<file path="config.mk">
export PLATFORM = sky130hd
export DESIGN_NAME = escaner_teclado
export DESIGN_NICKNAME = d
export VERILOG_FILES = /design/src/rtl/escaner_teclado.sv
export SDC_FILE = /design/constraint.sdc
export NUM_CORES = 1
export LEC_CHECK = 0
export CAP_MARGIN = 25
export CORE_MARGIN = 2
export CORE_UTILIZATION = 50
export CTS_CLUSTER_SIZE = 14
export DETAILED_ROUTE_END_ITERATION = 7
export GPL_TIMING_DRIVEN = 0
export PLACE_DENSITY_LB_ADDON = 0.12
export SYNTH_ARGS = -nofsm -noshare
export SYNTH_HDL_FRONTEND = slang
export SYNTH_SLANG_ARGS = --single-unit
</file>
<file path="constraint.sdc">
create_clock -name clk -period 1.9 [get_ports clk]
set_input_delay 0.38 -clock clk [delete_from_list [all_inputs] [get_ports clk]]
set_output_delay 0.38 -clock clk [all_outputs]
set_load 0.005 [all_outputs]
</file>
<file path="src/rtl/escaner_teclado.sv">
// Matrix keypad scanner: one-hot column drive, synchronised row sensing,
// press/release debounce and a one-entry key-code register with read handshake.
module escaner_teclado #(
    parameter int FILAS     = 4,
    parameter int COLUMNAS  = 4,
    parameter int T_BARRIDO = 1000,
    parameter int N_REBOTE  = 10000,
    parameter int MAPA_HEX  = 1,
    parameter int ANCHO_NUM = 6
) (
    input  logic                 clk,
    input  logic                 rst_n,
    input  logic [FILAS-1:0]     filas,
    output logic [COLUMNAS-1:0]  columnas,
    output logic [ANCHO_NUM-1:0] num,
    output logic                 num_valido,
    input  logic                 leido,
    output logic                 sobrecarga,
    output logic                 tecla_activa
);
    localparam int MAX_CUENTA = (T_BARRIDO > N_REBOTE) ? T_BARRIDO : N_REBOTE;
    localparam int CW = $clog2(MAX_CUENTA + 1);
    localparam int CI = $clog2(COLUMNAS);
    localparam int FI = (FILAS > 1) ? $clog2(FILAS) : 1;

    typedef enum logic [1:0] {BARRIDO, REBOTE, SOLTAR} estado_t;

    estado_t              estado_reg, estado_next;
    logic [CW-1:0]        cnt_reg, cnt_next;
    logic [CI-1:0]        col_reg, col_next, col_sig;
    logic [FILAS-1:0]     patron_reg, patron_next;
    logic [FILAS-1:0]     filas_s1_reg, filas_s2_reg;
    logic [ANCHO_NUM-1:0] num_reg;
    logic                 num_valido_reg, sobrecarga_reg;
    logic                 acepta;
    logic                 es_onehot;
    logic [FI-1:0]        fila_idx;
    logic [3:0]           hex_sel, hex_cod;
    logic [ANCHO_NUM-1:0] codigo;

    always_ff @(posedge clk or negedge rst_n) begin
        if (!rst_n) begin
            filas_s1_reg <= '0;
            filas_s2_reg <= '0;
        end else begin
            filas_s1_reg <= filas;
            filas_s2_reg <= filas_s1_reg;
        end
    end

    assign es_onehot = (filas_s2_reg != '0) &&
                       ((filas_s2_reg & (filas_s2_reg - FILAS'(1))) == '0);
    assign col_sig   = (col_reg == CI'(COLUMNAS - 1)) ? '0 : col_reg + CI'(1);

    always_ff @(posedge clk or negedge rst_n) begin
        if (!rst_n) begin
            estado_reg <= BARRIDO;
            cnt_reg    <= '0;
            col_reg    <= '0;
            patron_reg <= '0;
        end else begin
            estado_reg <= estado_next;
            cnt_reg    <= cnt_next;
            col_reg    <= col_next;
            patron_reg <= patron_next;
        end
    end

    always_comb begin
        estado_next = estado_reg;
        cnt_next    = cnt_reg;
        col_next    = col_reg;
        patron_next = patron_reg;
        acepta      = 1'b0;
        unique case (estado_reg)
            BARRIDO: begin
                // Rows are judged only on the last cycle of the slot, once the
                // synchroniser has flushed the previous column's response.
                if (cnt_reg == CW'(T_BARRIDO - 1)) begin
                    cnt_next = '0;
                    if (es_onehot) begin
                        patron_next = filas_s2_reg;
                        estado_next = REBOTE;
                    end else begin
                        col_next = col_sig;
                    end
                end else begin
                    cnt_next = cnt_reg + CW'(1);
                end
            end
            REBOTE: begin
                if (filas_s2_reg != patron_reg) begin
                    estado_next = BARRIDO;
                    cnt_next    = '0;
                    col_next    = col_sig;
                end else if (cnt_reg == CW'(N_REBOTE - 1)) begin
                    acepta      = 1'b1;
                    estado_next = SOLTAR;
                    cnt_next    = '0;
                end else begin
                    cnt_next = cnt_reg + CW'(1);
                end
            end
            SOLTAR: begin
                if (filas_s2_reg != '0) begin
                    cnt_next = '0;
                end else if (cnt_reg == CW'(N_REBOTE - 1)) begin
                    estado_next = BARRIDO;
                    cnt_next    = '0;
                    col_next    = col_sig;
                end else begin
                    cnt_next = cnt_reg + CW'(1);
                end
            end
            default: begin
                estado_next = BARRIDO;
                cnt_next    = '0;
            end
        endcase
    end

    // Row index 0 is the MSB of filas.
    always_comb begin
        fila_idx = '0;
        for (int i = 0; i < FILAS; i++) begin
            if (patron_reg[FILAS-1-i]) fila_idx = FI'(i);
        end
    end

    always_comb begin
        hex_sel = {2'(fila_idx), 2'(col_reg)};
        hex_cod = 4'h0;
        case (hex_sel)
            4'd0:  hex_cod = 4'h1;
            4'd1:  hex_cod = 4'h2;
            4'd2:  hex_cod = 4'h3;
            4'd3:  hex_cod = 4'hA;
            4'd4:  hex_cod = 4'h4;
            4'd5:  hex_cod = 4'h5;
            4'd6:  hex_cod = 4'h6;
            4'd7:  hex_cod = 4'hB;
            4'd8:  hex_cod = 4'h7;
            4'd9:  hex_cod = 4'h8;
            4'd10: hex_cod = 4'h9;
            4'd11: hex_cod = 4'hC;
            4'd12: hex_cod = 4'hE;
            4'd13: hex_cod = 4'h0;
            4'd14: hex_cod = 4'hF;
            default: hex_cod = 4'hD;
        endcase
        if (MAPA_HEX != 0) begin
            codigo = ANCHO_NUM'(hex_cod);
        end else begin
            codigo = ANCHO_NUM'(fila_idx) * ANCHO_NUM'(COLUMNAS) + ANCHO_NUM'(col_reg);
        end
    end

    // A read coinciding with acceptance lets the new key through without overflow.
    always_ff @(posedge clk or negedge rst_n) begin
        if (!rst_n) begin
            num_reg        <= '0;
            num_valido_reg <= 1'b0;
            sobrecarga_reg <= 1'b0;
        end else if (acepta) begin
            num_reg        <= codigo;
            num_valido_reg <= 1'b1;
            if (num_valido_reg && !leido) begin
                sobrecarga_reg <= 1'b1;
            end else if (leido) begin
                sobrecarga_reg <= 1'b0;
            end
        end else if (leido) begin
            num_valido_reg <= 1'b0;
            sobrecarga_reg <= 1'b0;
        end
    end

    generate
        for (genvar gi = 0; gi < COLUMNAS; gi++) begin : g_columna
            assign columnas[COLUMNAS-1-gi] = (col_reg == CI'(gi));
        end
    endgenerate

    assign num          = num_reg;
    assign num_valido   = num_valido_reg;
    assign sobrecarga   = sobrecarga_reg;
    assign tecla_activa = (estado_reg == SOLTAR);

endmodule

</file>
* After elaboration in Yosys (flattened, before gate mapping)
Memories as Yosys holds them, arrays and structs flattened. A register that Yosys moved wholly into a read port is not among the register bits.
Cells that the tools add are included.
** Word-level totals
- Register bits :: 32
- Bits in read-only memories :: 64
- Output and inout port bits :: 13
- Word-level logic and storage cells :: 71
- Memories :: 1
** Memories
- (no name shown) :: depth 16, bits a word 4, rd ports 1, clocked after memory_dff 1, write ports 0, RTL line 133 : case (hex_sel)
** Operators by class
- Add/sub/neg operators :: 3
- Equality and inequality tests :: 15
- Mux-type cells :: 30
- Bitwise logic cells :: 1
- Reduce and logical (&&, ||, !) cells :: 13
** Operators with widths (number)
- 14-bit two-way mux :: 4
- 14-bit one-hot mux with 3 select lines :: 1
- 2-bit two-way mux :: 14
- 14-bit by 1-bit adder with 14-bit output (second input constant) :: 1
- 14-bit by 10-bit equality test with 1-bit output (second input constant) :: 1
- 14-bit equality test (second input constant) :: 1
- 2-bit one-hot mux with 3 select lines :: 2
- 2-bit inequality test (second input constant) :: 5
- 1-bit two-way mux :: 9
- 2-bit equality test (second input constant) :: 3
- 6-bit AND reduction :: 1
- 5-bit AND reduction :: 1
- 4-bit AND :: 1
- 2-bit by 1-bit equality test with 1-bit output (second input constant) :: 2
- 2-bit logical NOT :: 2
- 4-bit logical NOT :: 1
- 4-bit inequality test :: 1
- 4-bit nonzero test :: 1
- 4-bit by 1-bit subtractor with 4-bit output (second input constant) :: 1
- 3-bit inequality test (second input constant) :: 1
- 3-bit AND reduction :: 1
- 3-bit nonzero test :: 1
- 2-bit by 1-bit adder with 2-bit output (second input constant) :: 1
- 1-bit logical AND :: 2
- 3 further kinds :: 4

* Logic depth before layout (Yosys ltp)
Gate-level depths: netlist of run 1.
- Depth in word-level cells :: 7
- Gate-level depth with buffers :: 7
- Depth with buffers taken out :: 7

* Least setup slack after synthesis of run 1
Ideal clock, no wire load.
- Path type :: reg2reg
- Start :: register cnt_reg[4]
- End :: register col_reg[0]
- Setup time :: 128 ps
- Data arrival time :: 1873 ps
- Data required time :: 1772 ps
- Setup slack :: -100 ps
- Stages on the path, launching flop included :: 6
- Path buffers :: 0
- Cells stage by stage :: dfrtp_1 > or3_4 > nor4_4 > a21boi_2 > nor4_2 > mux2_1
** On the way
- Word-level cells in the longest chain between the ends :: 3
- Elaborated cells between the ends (all ways) :: 5
- Those cells by class :: eq/ne (4); reduce/logical (1)
** RTL lines
- start, declared :: RTL line 29 : logic [CW-1:0] cnt_reg, cnt_next;
- start signal, assigned :: RTL line 63 : cnt_reg <= cnt_next;
- 14-bit by 10-bit equality test with 1-bit output / 14-bit equality test (equally long branches) :: RTL line 79, 107
- 2-bit inequality test (no source line) / 2-bit by 1-bit inequality test with 1-bit output (equally long branches)
- 6-bit AND reduction (no source line) *
- end signal, assigned :: RTL line 64 : col_reg <= col_next;
- end, declared :: RTL line 30 : logic [CI-1:0] col_reg, col_next, col_sig;
Every way passes the cells marked *; elsewhere a longest branch is shown, timed or not.
A chain may end at the register's enable or synchronous reset.

* Final worst setup path of run 1
- Start :: register filas_s2_reg[3]
- End :: register col_reg[0]
** On the way
- Word-level cells in the longest chain between the ends :: 6
- Elaborated cells between the ends (all ways) :: 10
- Those cells by class :: add/sub (1); eq/ne (4); bitwise (1); reduce/logical (4)
** RTL lines
- start, declared :: RTL line 32 : logic [FILAS-1:0] filas_s1_reg, filas_s2_reg;
- start signal, assigned :: RTL line 47 : filas_s2_reg <= filas_s1_reg;
- 4-bit by 1-bit subtractor with 4-bit output :: RTL line 52 : ((filas_s2_reg & (filas_s2_reg - FILAS'(1))) == '0);
- 4-bit AND :: RTL line 52
- 4-bit logical NOT :: RTL line 52
- 1-bit logical AND :: RTL line 51 : assign es_onehot = (filas_s2_reg != '0) &&
- 2-bit inequality test (no source line)
- 6-bit AND reduction (no source line) *
Marks and branches as above.

==> flow_summary_export.csv, run 1 <==
group,metric,value,unit
floorplanning,core_area,3390,sq um
timing,setup_violations,6,
grt,grtUsageTotal,0.181,
clock_network,htree_levels,2,
pwr,ir_drop,0.000445,V
critical_path,worstPathArrival,2190,ps
timing,hold_viol_final,0,
grt,antenna_found_initial,0,
cells_and_area,fin_area,2320,sq um
placed_design,io_buffers,17,
timing,drv_slew,0,
critical_path,cp-startpoint,"filas_s2_reg[3]",
synthesis,ys.flop_type,"dfrtp_1",
floorplanning,io_pins,20,
floorplanning,row_count,21,
routing,routedWlPerCell,13.4,microns
routing,vias,1312,
synthesis,yosysSeqAreaShare,0.501,
critical_path,worst-path-max-fanout,3,
cells_and_area,area_growth,28.7,%
placed_design,gp_congestion,0.878,
timing,period_needed,1970,ps
floorplanning,start_util,0.531,
routing,routed_via_density,5.17,
critical_path,critPathRequiredTime,2120,ps
synthesis,synth-edff-count,0,
floorplanning,die_h,64.0,microns
timing,whs,109,ps
floorplanning,design.die.area,4090,sq um
critical_path,r2r-end,"col_reg[0]",
timing,rsz0062_at_grt,"true",
grt,grt_max_degree,37,
critical_path,r2r_cells,7,
clock_network,clk-insertion-delay-late,330,ps
timing,skew,4.78,ps
placed_design,place_inst,229,
grt,grt_pass1_vias,1277,
synthesis,synth_cells,165,
timing,worst_slew_pin_slew,773,ps
pwr,p_leak,1.05,nW
clock_network,cts.clk_slew.worst_paths,110,ps
critical_path,cp-start-kind,"register",
clock_network,cts_buffers,5,
synthesis,avgSynthCellArea,10.9,sq um
pwr,finalPower,1.23,mW
synthesis,mappedNetlistArea,1800,sq um
grt,overflow,0,
synthesis,synthArstFlopShare,1.00,
synthesis,synth_warnings,0,
clock_network,cts_tree,"built",
routing,route.antenna.remaining_nets,0,
placed_design,dp_hpwl,2230,microns
routing,dr.pass1.iters,4,
routing,first_iter_violations,52,
cells_and_area,layout-drive-gt1-share,0.303,
cells_and_area,nets,222,
synthesis,ys_ff_latch,36,
timing,fmax,0.509,GHz
cells_and_area,antennaDiodeCount,0,
flow_run,maxCapViolCount,0,
critical_path,crit_path_end,"col_reg[0]",
synthesis,ys_types,42,
clock_network,clockBufferDepth,2,
floorplanning,die_x,64.0,microns
timing,fin_crit_sh,1.03,
clock_network,clkSinkCount,36,
grt,grt_first_pass_wirelength,5680,microns
pwr,power_density,532,nW/um^2
cells_and_area,finalNonFillerCells,254,
routing,drc,0,
run_status,violations,"setup timing",
cells_and_area,n_fill_cell,260,
placed_design,postPlaceCellArea,2030,sq um
timing,setup_slack,-66.3,ps
hold_path,min-delay-path-class,"in -> async",
clock_network,root_buffer,"clkbuf_4",
clock_network,cts_hold_buf,0,
timing,relSlewSlack,0.485,
run_status,outcome,"finished with violations",
placed_design,pre_cts_slack,-169,ps
cells_and_area,largest_reg_flops,14,
critical_path,r2r_start,"filas_s2_reg[3]",
critical_path,endpoint_kind,"register",
critical_path,reg2reg_slack,-70,ps
critical_path,path_class,"reg -> reg",
routing,drt-total-wl,3390,microns
[cell families (layout without fill, tap and decap cells)]
kind of cell	after synthesis	after routing	synth area share
simple gates	60	60	0.186
fa+ha+maj	8	8	0.0556
buf+inv	12	54	0.0306
flops	36	36	0.501
xor+xnor	18	18	0.0876
compound gates	20	20	0.0758
other cells	1	2	0.00208
mux	10	10	0.0619
[worst max-delay path: stages, from the launching register on]
cell and delay (ps):
dfrtp_1 420, buf_6 120, xor2_1 140, o211ai_1 280, a211oi_4 110, buf_4 150
nor4_4 310, mux2_4 320
[per-layer routing]
layer,GRT usage,vias to the layer above,part of all wire
met3,0.0423,4,0.034
met1,0.244,641,0.47
met4,0.0652,0,0.010
met5,0,-,0
li1,-,646,-
met2,0.286,21,0.48
[area by class of cell]
cell class / count / area (sq um) / share of cell area
Tap cell: 46 / 57.6 / 0.0249
Multi-Input combinational cell: 118 / 930 / 0.401
Inverter: 5 / 18.8 / 0.00810
Clock inverter: 3 / 18.8 / 0.00810
Buffer: 4 / 33.8 / 0.0146
Clock buffer: 5 / 37.5 / 0.0162
Timing Repair Buffer: 37 / 315 / 0.136
Sequential cell: 36 / 905 / 0.391
[metrics by stage]
stage          TNS [ps]   util
3_5_place_dp      -2030  0.599
3_3_place_gp     -12170  0.601
4_1_cts            -409  0.665
2_1_floorplan      -151      -
6_report           -346  0.683
5_1_grt            -998  0.683
[timing repair]
action                     in CTS  in global routing
pin swaps                       6                  3
buffers inserted               14                  6
resized for setup              21                  8
setup endpoints to repair      21                 22
[Yosys cell counts (all sizes together), types with 2 or more instances]
master,count,share of area
nand2b,2,0.0070
nand2,9,0.019
inv,5,0.010
a21o,2,0.0090
nor4,5,0.029
a211oi,3,0.015
and3,5,0.018
o21ai,8,0.022
ha,8,0.056
nor2b,3,0.010
xor2,5,0.024
nor2,20,0.042
nand4,2,0.0070
a21oi,2,0.0056
xnor2,13,0.063
mux2,9,0.056
nand3,6,0.017
clkbuf,3,0.0063
dfrtp,36,0.50
buf,4,0.014
[report_power, final]
| part | total [mW] | leakage [nW] | switching, mW | internal, mW |
|---|---|---|---|---|
| Sequential | 0.779 | 0.465 | 0.00522 | 0.774 |
| Combinational | 0.0590 | 0.550 | 0.0294 | 0.0295 |
| Clock | 0.393 | 0.0349 | 0.251 | 0.142 |
[worst min-delay path by stage]
stage	slack, ps	startpoint	end	cells after the start
floorplan	80	rst_n	cnt_reg[0]	0
global placement	330	filas_s1_reg[0]	filas_s2_reg[0]	0
detailed placement	340	filas_s1_reg[0]	filas_s2_reg[0]	0
CTS	130	rst_n	cnt_reg[5]	1
global route	160	rst_n	cnt_reg[5]	1
finish	110	rst_n	cnt_reg[5]	1
[cell usage in the layout, fill, tap and decap left out, drive strengths merged, types with 6 or more instances in the layout]
cell type	instances
buf	25
mux2	9
dfrtp	36
o21ai	8
nor2	20
nand2	9
nand3	6
clkdlybuf4s50	13
xnor2	13
ha	8
Note: power is estimated with default switching activity, not from simulation.
==> inputs of run 2 (changes only) <==
--- a/config.mk
+++ b/config.mk
@@ -11,6 +11,7 @@
 export CTS_CLUSTER_SIZE = 14
 export DETAILED_ROUTE_END_ITERATION = 7
 export GPL_TIMING_DRIVEN = 0
+export HOLD_SLACK_MARGIN = 0.1
 export PLACE_DENSITY_LB_ADDON = 0.12
 export SYNTH_ARGS = -nofsm -noshare
 export SYNTH_HDL_FRONTEND = slang
==> results of run 2 <==
Final layout, timing and power as in run 1 (identical DEF).
==> inputs of run 3 (changes only) <==
--- a/config.mk
+++ b/config.mk
@@ -12,6 +12,7 @@
 export DETAILED_ROUTE_END_ITERATION = 7
 export GPL_TIMING_DRIVEN = 0
 export HOLD_SLACK_MARGIN = 0.1
+export MAX_ROUTING_LAYER = met4
 export PLACE_DENSITY_LB_ADDON = 0.12
 export SYNTH_ARGS = -nofsm -noshare
 export SYNTH_HDL_FRONTEND = slang
==> flow_summary_export.csv, run 3 (synthesis results as in run 1) <==
group,metric,value,unit
run_status,outcome,"finished with violations",
run_status,violations,"setup timing",
routing,routedWlPerCell,14.7,microns
timing,fin_crit_sh,1.07,
routing,drc,0,
critical_path,path_class,"reg -> reg",
grt,antenna_found_initial,0,
clock_network,cts.clk_slew.worst_paths,130,ps
grt,grt_max_degree,37,
grt,grt_util_met1,0.257,
pwr,power_density,539,nW/um^2
floorplanning,core_area,3390,sq um
cells_and_area,final_common_cell,"dfrtp_1",
cells_and_area,n_fill_cell,257,
placed_design,gp_congestion,0.878,
critical_path,critPathBufInv,1,
timing,hold_viol_final,0,
pwr,finalPower,1.26,mW
critical_path,slowest_stage,"dfrtp_1",
cells_and_area,largest_reg_flops,14,
floorplanning,die_x,64.0,microns
grt,busiest_layer,"met2",
timing,fmax,0.492,GHz
routing,vias,1366,
critical_path,endpoint_kind,"register",
grt,gr-usage-met3,0.0616,
flow_run,maxCapViolCount,0,
critical_path,critPathRequiredTime,2180,ps
routing,route.antenna.remaining_nets,0,
clock_network,htree_levels,2,
cells_and_area,layout-drive-gt1-share,0.319,
placed_design,postPlaceCellArea,2030,sq um
pwr,ir_drop,0.000470,V
critical_path,worst-path-max-fanout,2,
floorplanning,design.die.area,4090,sq um
routing,drt-total-wl,3770,microns
clock_network,cts_hold_buf,0,
clock_network,cts_buffers,5,
routing,routed_via_density,5.34,
floorplanning,row_count,21,
clock_network,clockBufferDepth,2,
timing,setup_slack,-134,ps
timing,period_needed,2030,ps
critical_path,cpMostUsedCell,"nor4_4",
floorplanning,die_h,64.0,microns
cells_and_area,fin_area,2350,sq um
pwr,p_leak,1.10,nW
clock_network,clkSinkCount,36,
cells_and_area,area_growth,30.4,%
critical_path,cpLargestDelayFamily,"simple AND/OR/NAND/NOR gates",
grt,grt_pass1_vias,1357,
timing,rsz0062_at_grt,"true",
floorplanning,start_util,0.531,
grt,grtUsageTotal,0.208,
placed_design,dp_hpwl,2460,microns
cells_and_area,nets,224,
routing,first_iter_violations,27,
grt,grt_first_pass_wirelength,6330,microns
hold_path,min-delay-path-class,"in -> async",
timing,worst_slew_pin_slew,779,ps
grt,overflow,0,
critical_path,cp-start-kind,"register",
timing,relSlewSlack,0.481,
critical_path,slowest_delay,410,ps
clock_network,root_buffer,"clkbuf_4",
routing,dr.pass1.iters,4,
timing,skew,16.7,ps
clock_network,clk-insertion-delay-late,360,ps
floorplanning,io_pins,20,
grt,met2_usage,0.316,
timing,drv_slew,0,
placed_design,io_buffers,17,
cells_and_area,layout_common_cells,"32 x dfrtp_1, 23 x buf_4, 18 x nor2_1",
clock_network,cts_tree,"built",
cells_and_area,antennaDiodeCount,0,
critical_path,worstPathCellList,"or3_4, nor4_4, a21boi_2, nor4_4, buf_4, mux2i_2",
critical_path,worstPathArrival,2310,ps
timing,setup_violations,6,
-- run 3: cell types whose count changed in the layout (fill, tap and decap cells not counted), sizes merged --
cell and change:
dlymetal6s2s +3, clkinv -2, clkdlybuf4s50 -2, clkbuf +2, clkinvlp +2, dlygate4sd2 -1
-- run 3: power breakdown --
| group | leakage (nW) | internal (mW) | switching [mW] |
|---|---|---|---|
| combinational | 0.613 | 0.0280 | 0.0307 |
| sequential | 0.464 | 0.775 | 0.00608 |
| clock | 0.0274 | 0.145 | 0.280 |
-- run 3: worst paths after layout --
| kind | start | end | slack, ps | cells after the start |
|---|---|---|---|---|
| max reg2reg | cnt_reg[11] | col_reg[1] | -130 | 6 |
| max in group asynchronous | rst_n | filas_s2_reg[2] | 1270 | 1 |
| min reg2reg | filas_s1_reg[2] | filas_s2_reg[2] | 370 | 0 |
| min | rst_n | num[2] | 80 | 1 |
| min in group clk | filas_s1_reg[2] | filas_s2_reg[2] | 370 | 0 |
| max | cnt_reg[11] | col_reg[1] | -130 | 6 |
-- run 3: metrics by stage --
step	worst slack, ps	hold slack (ps)	setup TNS [ps]	utilization	cells
2_1_floorplan	-31.4	84.4	-151	-	166
3_3_place_gp	-277	332	-12230	0.601	229
3_5_place_dp	-227	337	-2650	0.599	229
4_1_cts	-77.0	117	-335	0.670	252
5_1_grt	-203	141	-926	0.692	256
6_report	-134	84.4	-575	0.692	256
-- run 3: layer usage --
layer / share of wire / vias to the layer above
met5: 0 / -
met1: 0.43 / 667
met3: 0.049 / 9
met2: 0.49 / 39
met4: 0.024 / 0
li1: - / 651
-- run 3: repair_timing --
item                                    4_1_cts  5_1_grt
endpoints found under the hold margin         0        0
endpoints found under the setup margin       21       24
setup buffers                                15        5
gates resized for setup                      22       12
pin swaps                                     5        8
-- run 3: worst register-to-register path, stage by stage (launching register included) --
cell      delay, ps
dfrtp_1         410
or3_4           410
nor4_4          300
a21boi_2        120
nor4_4          330
buf_4           170
mux2i_2         230
-- run 3: layout make-up --
| type | count | area, sq um | area share |
|---|---|---|---|
| clock buffers | 5 | 37.5 | 0.0160 |
| multi-input cells | 118 | 941 | 0.401 |
| repair buffers | 37 | 320 | 0.137 |
| inverters | 5 | 18.8 | 0.00800 |
| flip-flops and latches | 36 | 906 | 0.386 |
| clock inverters | 3 | 23.8 | 0.0101 |
| plain buffers | 6 | 41.3 | 0.0176 |
| well taps | 46 | 57.6 | 0.0245 |
